[config.mk]
export PLATFORM = sky130hd
export DESIGN_NAME = status_shift_sequencer_flat
export DESIGN_NICKNAME = d
export VERILOG_FILES = /design/src/rtl/status_shift_sequencer_if.sv /design/src/rtl/status_shift_sequencer.sv /design/src/flat_wrapper.sv
export SDC_FILE = /design/constraint.sdc
export NUM_CORES = 1
export LEC_CHECK = 0
export CAP_MARGIN = 15
export CORE_MARGIN = 3
export CORE_UTILIZATION = 52
export CTS_BUF_LIST = sky130_fd_sc_hd__clkbuf_8
export CTS_CLUSTER_DIAMETER = 80
export DETAILED_ROUTE_END_ITERATION = 12
export HOLD_SLACK_MARGIN = 0.05
export PLACE_DENSITY = 0.87
export SYNTH_ARGS = -nofsm -noshare
export SYNTH_HDL_FRONTEND = slang
export SYNTH_SLANG_ARGS = --single-unit
[constraint.sdc]
create_clock -name clk -period 5.5 [get_ports clk]
set_input_delay 1.375 -clock clk [delete_from_list [all_inputs] [get_ports clk]]
set_output_delay 1.375 -clock clk [all_outputs]
set_load 0.02 [all_outputs]
[src/rtl/status_shift_sequencer_if.sv]
// Request/response bundle between the microinstruction decoder and the
// Am2904 shift sequencer. The decoder side is the master; the sequencer
// drives the status-unit controls and the completion handshake.
interface status_shift_sequencer_if #(
   parameter int CNT_W = 6
);
   // request side
   logic             start;
   logic [CNT_W-1:0] count;
   logic [4:0]       shift_code;
   logic [1:0]       cin_code;
   logic             stat_en;
   logic [5:0]       stat_code;
   logic             abort;
   // status-unit controls and completion
   logic [12:0]      I;
   logic             nSE;
   logic             nCEm;
   logic             nCEu;
   logic             busy;
   logic             done;
   logic             aborted;
   logic [CNT_W-1:0] steps_left;

   modport master (
      output start, count, shift_code, cin_code, stat_en, stat_code, abort,
      input  I, nSE, nCEm, nCEu, busy, done, aborted, steps_left
   );

   modport slave (
      input  start, count, shift_code, cin_code, stat_en, stat_code, abort,
      output I, nSE, nCEm, nCEu, busy, done, aborted, steps_left
   );
endinterface

[src/rtl/status_shift_sequencer.sv]
// Multi-cycle shift controller for the Am2904 status and shift unit.
// Accepts one request of 0..2^CNT_W-1 single-bit shift steps, issues one
// step per cycle, optionally closes with a machine-status load, then pulses
// done. Every output is a flop loaded from the next-state decode, so inputs
// never reach outputs combinationally.
// Optional feature macro: SHIFT_OVR_ACCUM_EN -- each shift step also loads
// uSR with overflow retain (nCEu=0, I[5:0]=6'o06) so overflow accumulates.
module status_shift_sequencer #(
   parameter int CNT_W = 6
) (
   input logic                    clk,
   input logic                    nRESET,
   status_shift_sequencer_if.slave bus
);

`ifdef SHIFT_OVR_ACCUM_EN
   localparam logic [5:0] SHIFT_LO   = 6'o06;  // uSR load, overflow retain
   localparam logic       SHIFT_NCEU = 1'b0;
`else
   localparam logic [5:0] SHIFT_LO   = 6'o00;
   localparam logic       SHIFT_NCEU = 1'b1;
`endif

   typedef enum logic [1:0] {IDLE, SHIFT, STATUS, DONE} state_t;

   state_t           state_q, state_d;
   logic [CNT_W-1:0] steps_left_q, steps_left_d;
   logic [4:0]       shift_code_q, shift_code_d;
   logic [1:0]       cin_code_q, cin_code_d;
   logic             stat_en_q, stat_en_d;
   logic [5:0]       stat_code_q, stat_code_d;
   logic             aborted_q, aborted_d;
   logic [12:0]      i_q, i_d;
   logic             nse_q, nse_d;
   logic             ncem_q, ncem_d;
   logic             nceu_q, nceu_d;
   logic             busy_q, busy_d;
   logic             done_q, done_d;

   // Next state, request latching and step counting.
   always_comb begin
      state_d      = state_q;
      steps_left_d = steps_left_q;
      shift_code_d = shift_code_q;
      cin_code_d   = cin_code_q;
      stat_en_d    = stat_en_q;
      stat_code_d  = stat_code_q;
      aborted_d    = aborted_q;
      case (state_q)
         IDLE: begin
            if (bus.start) begin
               shift_code_d = bus.shift_code;
               cin_code_d   = bus.cin_code;
               stat_en_d    = bus.stat_en;
               stat_code_d  = bus.stat_code;
               steps_left_d = bus.count;
               aborted_d    = 1'b0;
               if (bus.count != '0)  state_d = SHIFT;
               else if (bus.stat_en) state_d = STATUS;
               else                  state_d = DONE;
            end
         end
         SHIFT: begin
            // An aborted step is not counted, so steps_left keeps its value.
            if (bus.abort) begin
               aborted_d = 1'b1;
               state_d   = DONE;
            end else begin
               steps_left_d = steps_left_q - 1'b1;
               if (steps_left_q == CNT_W'(1))
                  state_d = stat_en_q ? STATUS : DONE;
            end
         end
         STATUS:  state_d = DONE;
         DONE:    state_d = IDLE;
         default: state_d = IDLE;
      endcase
   end

   // Control outputs decoded from the state being entered, then registered.
   always_comb begin
      i_d    = '0;
      nse_d  = 1'b1;
      ncem_d = 1'b1;
      nceu_d = 1'b1;
      busy_d = 1'b0;
      done_d = 1'b0;
      case (state_d)
         SHIFT: begin
            i_d    = {cin_code_d, shift_code_d, SHIFT_LO};
            nse_d  = 1'b0;
            nceu_d = SHIFT_NCEU;
            busy_d = 1'b1;
         end
         STATUS: begin
            i_d    = {7'b0, stat_code_d};
            ncem_d = 1'b0;
            busy_d = 1'b1;
         end
         DONE: begin
            done_d = 1'b1;
            busy_d = 1'b1;
         end
         default: ;
      endcase
   end

   // State, latched request and registered outputs; synchronous reset.
   always_ff @(posedge clk) begin
      if (!nRESET) begin
         state_q      <= IDLE;
         steps_left_q <= '0;
         shift_code_q <= '0;
         cin_code_q   <= '0;
         stat_en_q    <= 1'b0;
         stat_code_q  <= '0;
         aborted_q    <= 1'b0;
         i_q          <= '0;
         nse_q        <= 1'b1;
         ncem_q       <= 1'b1;
         nceu_q       <= 1'b1;
         busy_q       <= 1'b0;
         done_q       <= 1'b0;
      end else begin
         state_q      <= state_d;
         steps_left_q <= steps_left_d;
         shift_code_q <= shift_code_d;
         cin_code_q   <= cin_code_d;
         stat_en_q    <= stat_en_d;
         stat_code_q  <= stat_code_d;
         aborted_q    <= aborted_d;
         i_q          <= i_d;
         nse_q        <= nse_d;
         ncem_q       <= ncem_d;
         nceu_q       <= nceu_d;
         busy_q       <= busy_d;
         done_q       <= done_d;
      end
   end

   assign bus.I          = i_q;
   assign bus.nSE        = nse_q;
   assign bus.nCEm       = ncem_q;
   assign bus.nCEu       = nceu_q;
   assign bus.busy       = busy_q;
   assign bus.done       = done_q;
   assign bus.aborted    = aborted_q;
   assign bus.steps_left = steps_left_q;

endmodule
[src/flat_wrapper.sv]
// flat-port wrapper written by rule: the top's interface ports become plain ports
module status_shift_sequencer_flat 
#(
   parameter int CNT_W = 6
)
  (clk, nRESET, bus_start, bus_count, bus_shift_code, bus_cin_code, bus_stat_en, bus_stat_code, bus_abort, bus_I, bus_nSE, bus_nCEm, bus_nCEu, bus_busy, bus_done, bus_aborted, bus_steps_left);
  status_shift_sequencer_if #(.CNT_W(CNT_W)) bus_i ();
  input logic clk;
  input logic nRESET;
  input wire logic [$bits(bus_i.start)-1:0] bus_start;
  input wire logic [$bits(bus_i.count)-1:0] bus_count;
  input wire logic [$bits(bus_i.shift_code)-1:0] bus_shift_code;
  input wire logic [$bits(bus_i.cin_code)-1:0] bus_cin_code;
  input wire logic [$bits(bus_i.stat_en)-1:0] bus_stat_en;
  input wire logic [$bits(bus_i.stat_code)-1:0] bus_stat_code;
  input wire logic [$bits(bus_i.abort)-1:0] bus_abort;
  output wire logic [$bits(bus_i.I)-1:0] bus_I;
  output wire logic [$bits(bus_i.nSE)-1:0] bus_nSE;
  output wire logic [$bits(bus_i.nCEm)-1:0] bus_nCEm;
  output wire logic [$bits(bus_i.nCEu)-1:0] bus_nCEu;
  output wire logic [$bits(bus_i.busy)-1:0] bus_busy;
  output wire logic [$bits(bus_i.done)-1:0] bus_done;
  output wire logic [$bits(bus_i.aborted)-1:0] bus_aborted;
  output wire logic [$bits(bus_i.steps_left)-1:0] bus_steps_left;
  assign bus_i.start = bus_start;
  assign bus_i.count = bus_count;
  assign bus_i.shift_code = bus_shift_code;
  assign bus_i.cin_code = bus_cin_code;
  assign bus_i.stat_en = bus_stat_en;
  assign bus_i.stat_code = bus_stat_code;
  assign bus_i.abort = bus_abort;
  assign bus_I = bus_i.I;
  assign bus_nSE = bus_i.nSE;
  assign bus_nCEm = bus_i.nCEm;
  assign bus_nCEu = bus_i.nCEu;
  assign bus_busy = bus_i.busy;
  assign bus_done = bus_i.done;
  assign bus_aborted = bus_i.aborted;
  assign bus_steps_left = bus_i.steps_left;
  status_shift_sequencer #(.CNT_W(CNT_W)) u_core (.clk(clk), .nRESET(nRESET), .bus(bus_i));
endmodule
==> flow_summary_export.csv <==
group,metric,value,unit
cts,htreeDepth,2,
die,io_pins,49,
drt,met1Wirelength,1786,um
status,status,"finished clean",
placed_design,portBuffers,47,
placed_design,gp_congestion,0.9371,
drt,drc,0,
setup_path,cp_num_buf_inv,1,
yosys,synth_warnings,0,
sta,maxSlewViolCount,0,
power_and_ir_drop,switching_power,0.2098,mW
drt,vias,1421,
drt,ant_nets,0,
yosys,synthTopCellsByArea,"dfxtp_1, mux2i_1, nor2_1",
drt,met3WireLength,268,um
finish,nets,242,
sta,max_slew.worst_pin.slew,0.6901,ns
setup_path,start_kind,"input pin",
hold_path,hold_path_class,"reg -> reg",
yosys,synth_area_per_cell,9.738,um2
die,fp-row-count,19,
setup_path,cp_max_fo,6,
cts,post_cts_buffers,0,
drt,drtIter0Drc,79,
yosys,yosysTopAreaCellShare,49.54,%
drt,top_layer,"met4",
drt,wl_per_cell,16.80,um
drt,first_pass_iters,4,
finish,drive_gt1_share,7.547,%
cts,insertion_delay,0.29,ns
grt,antenna_found_initial,0,
grt,overflow,0,
power_and_ir_drop,swShare,30.25,%
setup_path,setup.worst_path.class,"in -> reg",
yosys,synth_area,1617,um2
sta,slew_headroom,53.94,%
grt,grt_pass1_wl,6603,um
sta,fin_crit,3.481,ns
sta,clock.fmax,287.2,MHz
grt,grtUsageTotal,24.25,%
grt,grt_max_degree,23,
cts,post_cts_resized,0,
power_and_ir_drop,power_density,318.4,nW/um2
grt,first_global_vias,1386,
die,die_w,61.76,um
sta,rsz0062_at_grt,"no",
setup_path,worstPathCellList,"clkdlybuf4s50_1, or4_4, or4b_4, nand2_1, ha_1, or2_2, nor2_1",
sta,setup_viol,0,
power_and_ir_drop,vdd_drop_max,0.2538,mV
setup_path,slowest_delay,0.53,ns
drt,drt_wl_total,4083,um
die,core,2853,um2
yosys,synth_top_cell_by_area,"dfxtp_1",
finish,fillers,192,
finish,utilization,76.36,%
setup_path,crit_arrival,3.70,ns
drt,route.met2.wl,1931,um
yosys,synthFlopType,"dfxtp_1",
die,chipHeight,61.76,um
yosys,ys_seq_area_share,49.54,%
sta,fin_crit_sh,63.30,%
cts,root_buffer,"clkbuf_8",
yosys,synth_common_cells,"dfxtp_1, nor2_1, mux2i_1",
cts,postCtsHoldBufs,0,
die,start_util,56.67,%
yosys,syn_nets,196,
yosys,ys_ff_latch,40,
power_and_ir_drop,p_leak,0.8605,nW
setup_path,worstPathRequired,5.72,ns
sta,hold_violations,0,
finish,synthToLayoutAreaGrowth,34.75,%
die,dieArea,3814,um2
yosys,async_flop_share,0,%
power_and_ir_drop,p_comb_share,25.3,%
sta,tns,0,ns
cts,cts_tree,"done",
cts,path_clk_slew,0.07,ns
setup_path,r2r_slack,3.16,ns
yosys,synth_edf_count,0,
yosys,synth_cells,166,
power_and_ir_drop,internal_power,0.4838,mW
setup_path,crit_slowest_cell,"or4_4",
cts,cts_sinks,40,
yosys,synth_most_common_cell,"dfxtp_1",
setup_path,cp-end-kind,"flip-flop",
placed_design,hpwlAfterDp,3066,um
sta,whs,0.4947,ns
setup_path,cp_top_family,"simple AND/OR/NAND/NOR gates",
cts,cts_buffer_depth,2,
finish,insertedDiodeCount,0,
drt,vias_per_cell,5.848,
yosys,ys_types,40,
power_and_ir_drop,pwr-share-seq,48.4,%
cts,cts_inserted_buffers,5,
sta,finClkSkew,0.008981,ns
power_and_ir_drop,clkPwrFrac,26.3,%
flow_run,max_cap_violations,0,
registers in the layout, summed over array words and instances, names as in the netlist, 2 cells and up:
name and cells:
u_core.bus.I 13, u_core.bus.steps_left 6, u_core.stat_code_q 6, u_core.shift_code_q 5, u_core.cin_code_q 2, u_core.state_q 2
path summary, 6_finish.rpt:
| path | from | to | depth (start not counted) |
|---|---|---|---|
| hold / removal | u_core.shift_code_q[2]$_SDFF_PN0_ | u_core.shift_code_q[2]$_SDFF_PN0_ | 2 |
| hold reg to reg | u_core.shift_code_q[2]$_SDFF_PN0_ | u_core.shift_code_q[2]$_SDFF_PN0_ | 2 |
| setup / recovery | bus_count[0] | u_core.bus.I[2]$_SDFF_PN0_ | 7 |
| setup reg to reg | u_core.state_q[0]$_SDFF_PN0_ | u_core.bus.I[2]$_SDFF_PN0_ | 6 |
tightest hold or removal path: stages, from the launching register on:
cell     delay (ns)
dfxtp_1        0.31
mux2i_1        0.08
nor2_1         0.08
power groups by stage:
stage,combinational [mW],sequential (mW),clock (mW)
after detailed placement,0.173,0.341,0
after global placement,0.170,0.340,0
final,0.175,0.336,0.183
after CTS,0.174,0.334,0.186
after global routing,0.191,0.338,0.198
after floorplan,0.0902,0.351,0
stage by stage:
| step | cells | setup slack [ns] | instance area, um2 | power, mW |
|---|---|---|---|---|
| 3_5_place_dp | 236 | 1.740 | 2097 | 0.5141 |
| 2_1_floorplan | 166 | 2.215 | 1617 | 0.4414 |
| 3_3_place_gp | 236 | 1.788 | 2097 | 0.5102 |
| 6_report | 243 | 2.019 | 2178 | 0.6936 |
| 5_1_grt | 243 | 1.952 | 2178 | 0.7272 |
| 4_1_cts | 243 | 2.035 | 2178 | 0.6946 |
routing by layer:
layer,track usage [%],vias up
li1,-,672
met1,32.21,682
met2,36.77,56
met3,8.264,11
met4,8.788,0
met5,0,-
cell type report:
class | instances | area [um2] | share of cell area, %
well taps | 31 | 38.79 | 1.781
inverters | 8 | 30.03 | 1.379
clock buffers | 5 | 68.82 | 3.159
multi-input cells | 109 | 749.5 | 34.41
flip-flops and latches | 40 | 800.8 | 36.76
repair buffers | 48 | 478.0 | 21.94
clock inverters | 2 | 12.51 | 0.5744
layout by cell type (no fill, tap or decap), drive strengths merged, types with 3 or more instances in the layout:
cell	synthesis	routed
dfxtp	40	40
o221ai	4	4
nand2	7	7
a21oi	4	4
a221oi	4	4
inv	8	8
nor2b	3	3
or2	3	3
ha	6	6
clkdlybuf4s50	0	47
a31oi	3	3
and2	3	3
clkbuf	3	5
nor2	30	30
mux2i	14	14
kinds of logic (layout without fill, tap and decap cells):
logic type	after synthesis	after routing	synth area share [%]
fa+ha+maj	6	6	4.644
simple gates	63	63	20.43
buf+inv	17	63	4.412
compound gates	25	25	12.08
other cells	1	1	0.2320
mux	14	14	8.668
flops	40	40	49.54
Note: power is estimated with default switching activity, not from simulation.
==> variant (same settings) <==
`shift_code_q` and `i_q` no longer have a reset.
--- a/src/rtl/status_shift_sequencer.sv
+++ b/src/rtl/status_shift_sequencer.sv
@@ -112,3 +112,2 @@
          steps_left_q <= '0;
-         shift_code_q <= '0;
          cin_code_q   <= '0;
@@ -117,3 +116,2 @@
          aborted_q    <= 1'b0;
-         i_q          <= '0;
          nse_q        <= 1'b1;
@@ -126,3 +124,2 @@
          steps_left_q <= steps_left_d;
-         shift_code_q <= shift_code_d;
          cin_code_q   <= cin_code_d;
@@ -131,3 +128,2 @@
          aborted_q    <= aborted_d;
-         i_q          <= i_d;
          nse_q        <= nse_d;
@@ -138,2 +134,7 @@
       end
+   end
+
+   always_ff @(posedge clk) begin
+      shift_code_q <= shift_code_d;
+      i_q          <= i_d;
    end
Behaviour: not the same (Yosys sat finds a counterexample within 4 cycles, from zero or initial values and one cycle with nRESET low).
==> variant against the original RTL <==
- sequential cell count did not move
- wire length shrank 3.6%
- synthesized area down 0.54%
- design area increased by 0.57%
- global-route usage fell by 2.1 points
- highest routed layer unchanged
- sequential share of layout area is 0.21 points lower
- largest power group unchanged
- setup slack better by 0.058 ns
- total power up 9.4%
==> variant: results (changes against the original RTL) <==
| Metric | Value |
|---|---|
| Hpwl dp | `2.87 mm (was 3.07 mm)` |
| Gr usage total | `22.1% (was 24.2%)` |
| Syn nets | `187 (was 196)` |
| RD Place Congestion | `0.948 (was 0.937)` |
| Number of global-route vias before repair | `1306 (was 1386)` |
| Clk buf depth | `2 (unchanged)` |
| Most frequent cells after synthesis | `dfxtp_1, nor2_1, mux2i_1 (unchanged)` |
| Synth warn | `0 (unchanged)` |
| Sequential element share of the synthesized area | `49.8% (was 49.5%)` |
| Post-placement setup slack | `1.79 ns (was 1.74 ns)` |
| # fillers | `205 (was 192)` |
| Cts repair resizes | `0 (unchanged)` |
| Clk slew on worst S/H paths | `0.07 ns (about the same)` |
| Ant diodes | `0 (unchanged)` |
| Pre-antenna DRT Iters | `4 (unchanged)` |
| IO buf count | `47 (unchanged)` |
| Antenna violations before repair | `0 (unchanged)` |
| Unique cell type count in the Yosys netlist | `43 (was 40)` |
| Clock root buffer | `clkbuf_8 (unchanged)` |
| Clock latency on the worst-skew pair | `0.29 ns (about the same)` |
| P_leak | `0.000860 uW (was 0.000861 uW)` |
| Status | `finished clean (unchanged)` |
| Cell taking the most area after synthesis | `dfxtp_1 (unchanged)` |
| Max FFs per register | `13 (unchanged)` |
| Vias per std cell | `5.77 (was 5.85)` |
| Async SR Flop Fraction | `0% (unchanged)` |
| Crit path DAT | `3.64 ns (was 3.70 ns)` |
| Post-CTS setup repair buffer count | `0 (unchanged)` |
| Worst Path Max Fanout | `6 (unchanged)` |
| Max VDD drop | `0.000227 V (was 0.000254 V)` |
| Inserted Clock Buffers | `5 (unchanged)` |
| Global-route wire length before repair | `6.02 mm (was 6.60 mm)` |
| Skew final | `0.0108 ns (was 0.00898 ns)` |
| Share of cells above drive strength 1 | `8.65% (was 7.55%)` |
| Slew margin rel. | `64.0% (was 53.9%)` |
| CTS HTree Levels | `2 (unchanged)` |
| Routed wire length | `3.93 mm (was 4.08 mm)` |
| Final net count | `237 (was 242)` |
| Starting DRT DRC Count | `149 (was 79)` |
| Area contributors post-synth | `dfxtp_1, mux2i_1, ha_1 (was dfxtp_1, mux2i_1, nor2_1)` |
| Min-delay worst type | `register to register (unchanged)` |
| Largest net degree at the start of global routing | `18 (was 23)` |
## variant: per-layer routing
metal / part of all wire [%] / vias to the layer above / global-route usage (%)
met3: 8.1 / 17 / 7.76
met4: 2.3 / 0 / 7.88
met5: 0 / - / 0
met2: 50 / 68 / 37.5
li1: - / 657 / -
met1: 39 / 638 / 25.7
## variant: power breakdown
group	total [uW]	internal, uW	switching, uW	leakage (uW)
combinational	208	103	105	0.000482
clock	201	100	101	0.0000486
sequential	349	327	22.9	0.000329
total	759	530	229	0.000860
## variant: cell families after synthesis
kind of cell | count (synthesis) | share of synthesized area (%)
buffers and inverters | 13 | 3.58
other | 1 | 0.233
DFF | 40 | 49.8
and+or+nand+nor | 58 | 20.5
adders and majority gates | 6 | 4.67
muxes | 14 | 9.11
AOI/OAI and AO/OA | 25 | 12.1
## variant: through the flow
stage | area, um^2 | hold WS, ns | utilization, % | std cells | power (uW)
after global routing | 2190 | 0.497 | 76.8 | 239 | 795
after detailed placement | 2100 | 0.449 | 73.5 | 231 | 562
final | 2190 | 0.477 | 76.8 | 239 | 759
after global placement | 2100 | 0.446 | 73.5 | 231 | 553
after floorplan | 1610 | 0.425 | - | 157 | 474
after CTS | 2190 | 0.480 | 76.8 | 239 | 763
## variant: worst max-delay path, stage by stage
cell             delay, ns
clkdlybuf4s50_1       0.43
or4_4                 0.56
or4b_4                0.51
nand2_1               0.12
ha_1                  0.25
nand2b_1              0.24
nor2b_1               0.16
## variant: cell type report
cell class	count	area share, %
multi-input cells	104	34.2
clock buffers	6	3.77
repair buffers	48	21.8
clock inverters	2	0.514
inverters	8	1.37
well taps	31	1.77
flip-flops and latches	40	36.6
## variant: final timing paths
path | from | to | slack (ns) | cells after the start
setup / recovery | bus_count[1] | u_core.bus.I[9] | 2.08 | 7
hold / removal | u_core.shift_code_q[1] | u_core.shift_code_q[1] | 0.48 | 1
setup reg to reg | u_core.state_q[1] | u_core.bus.I[9] | 3.33 | 6
hold reg to reg | u_core.shift_code_q[1] | u_core.shift_code_q[1] | 0.48 | 1
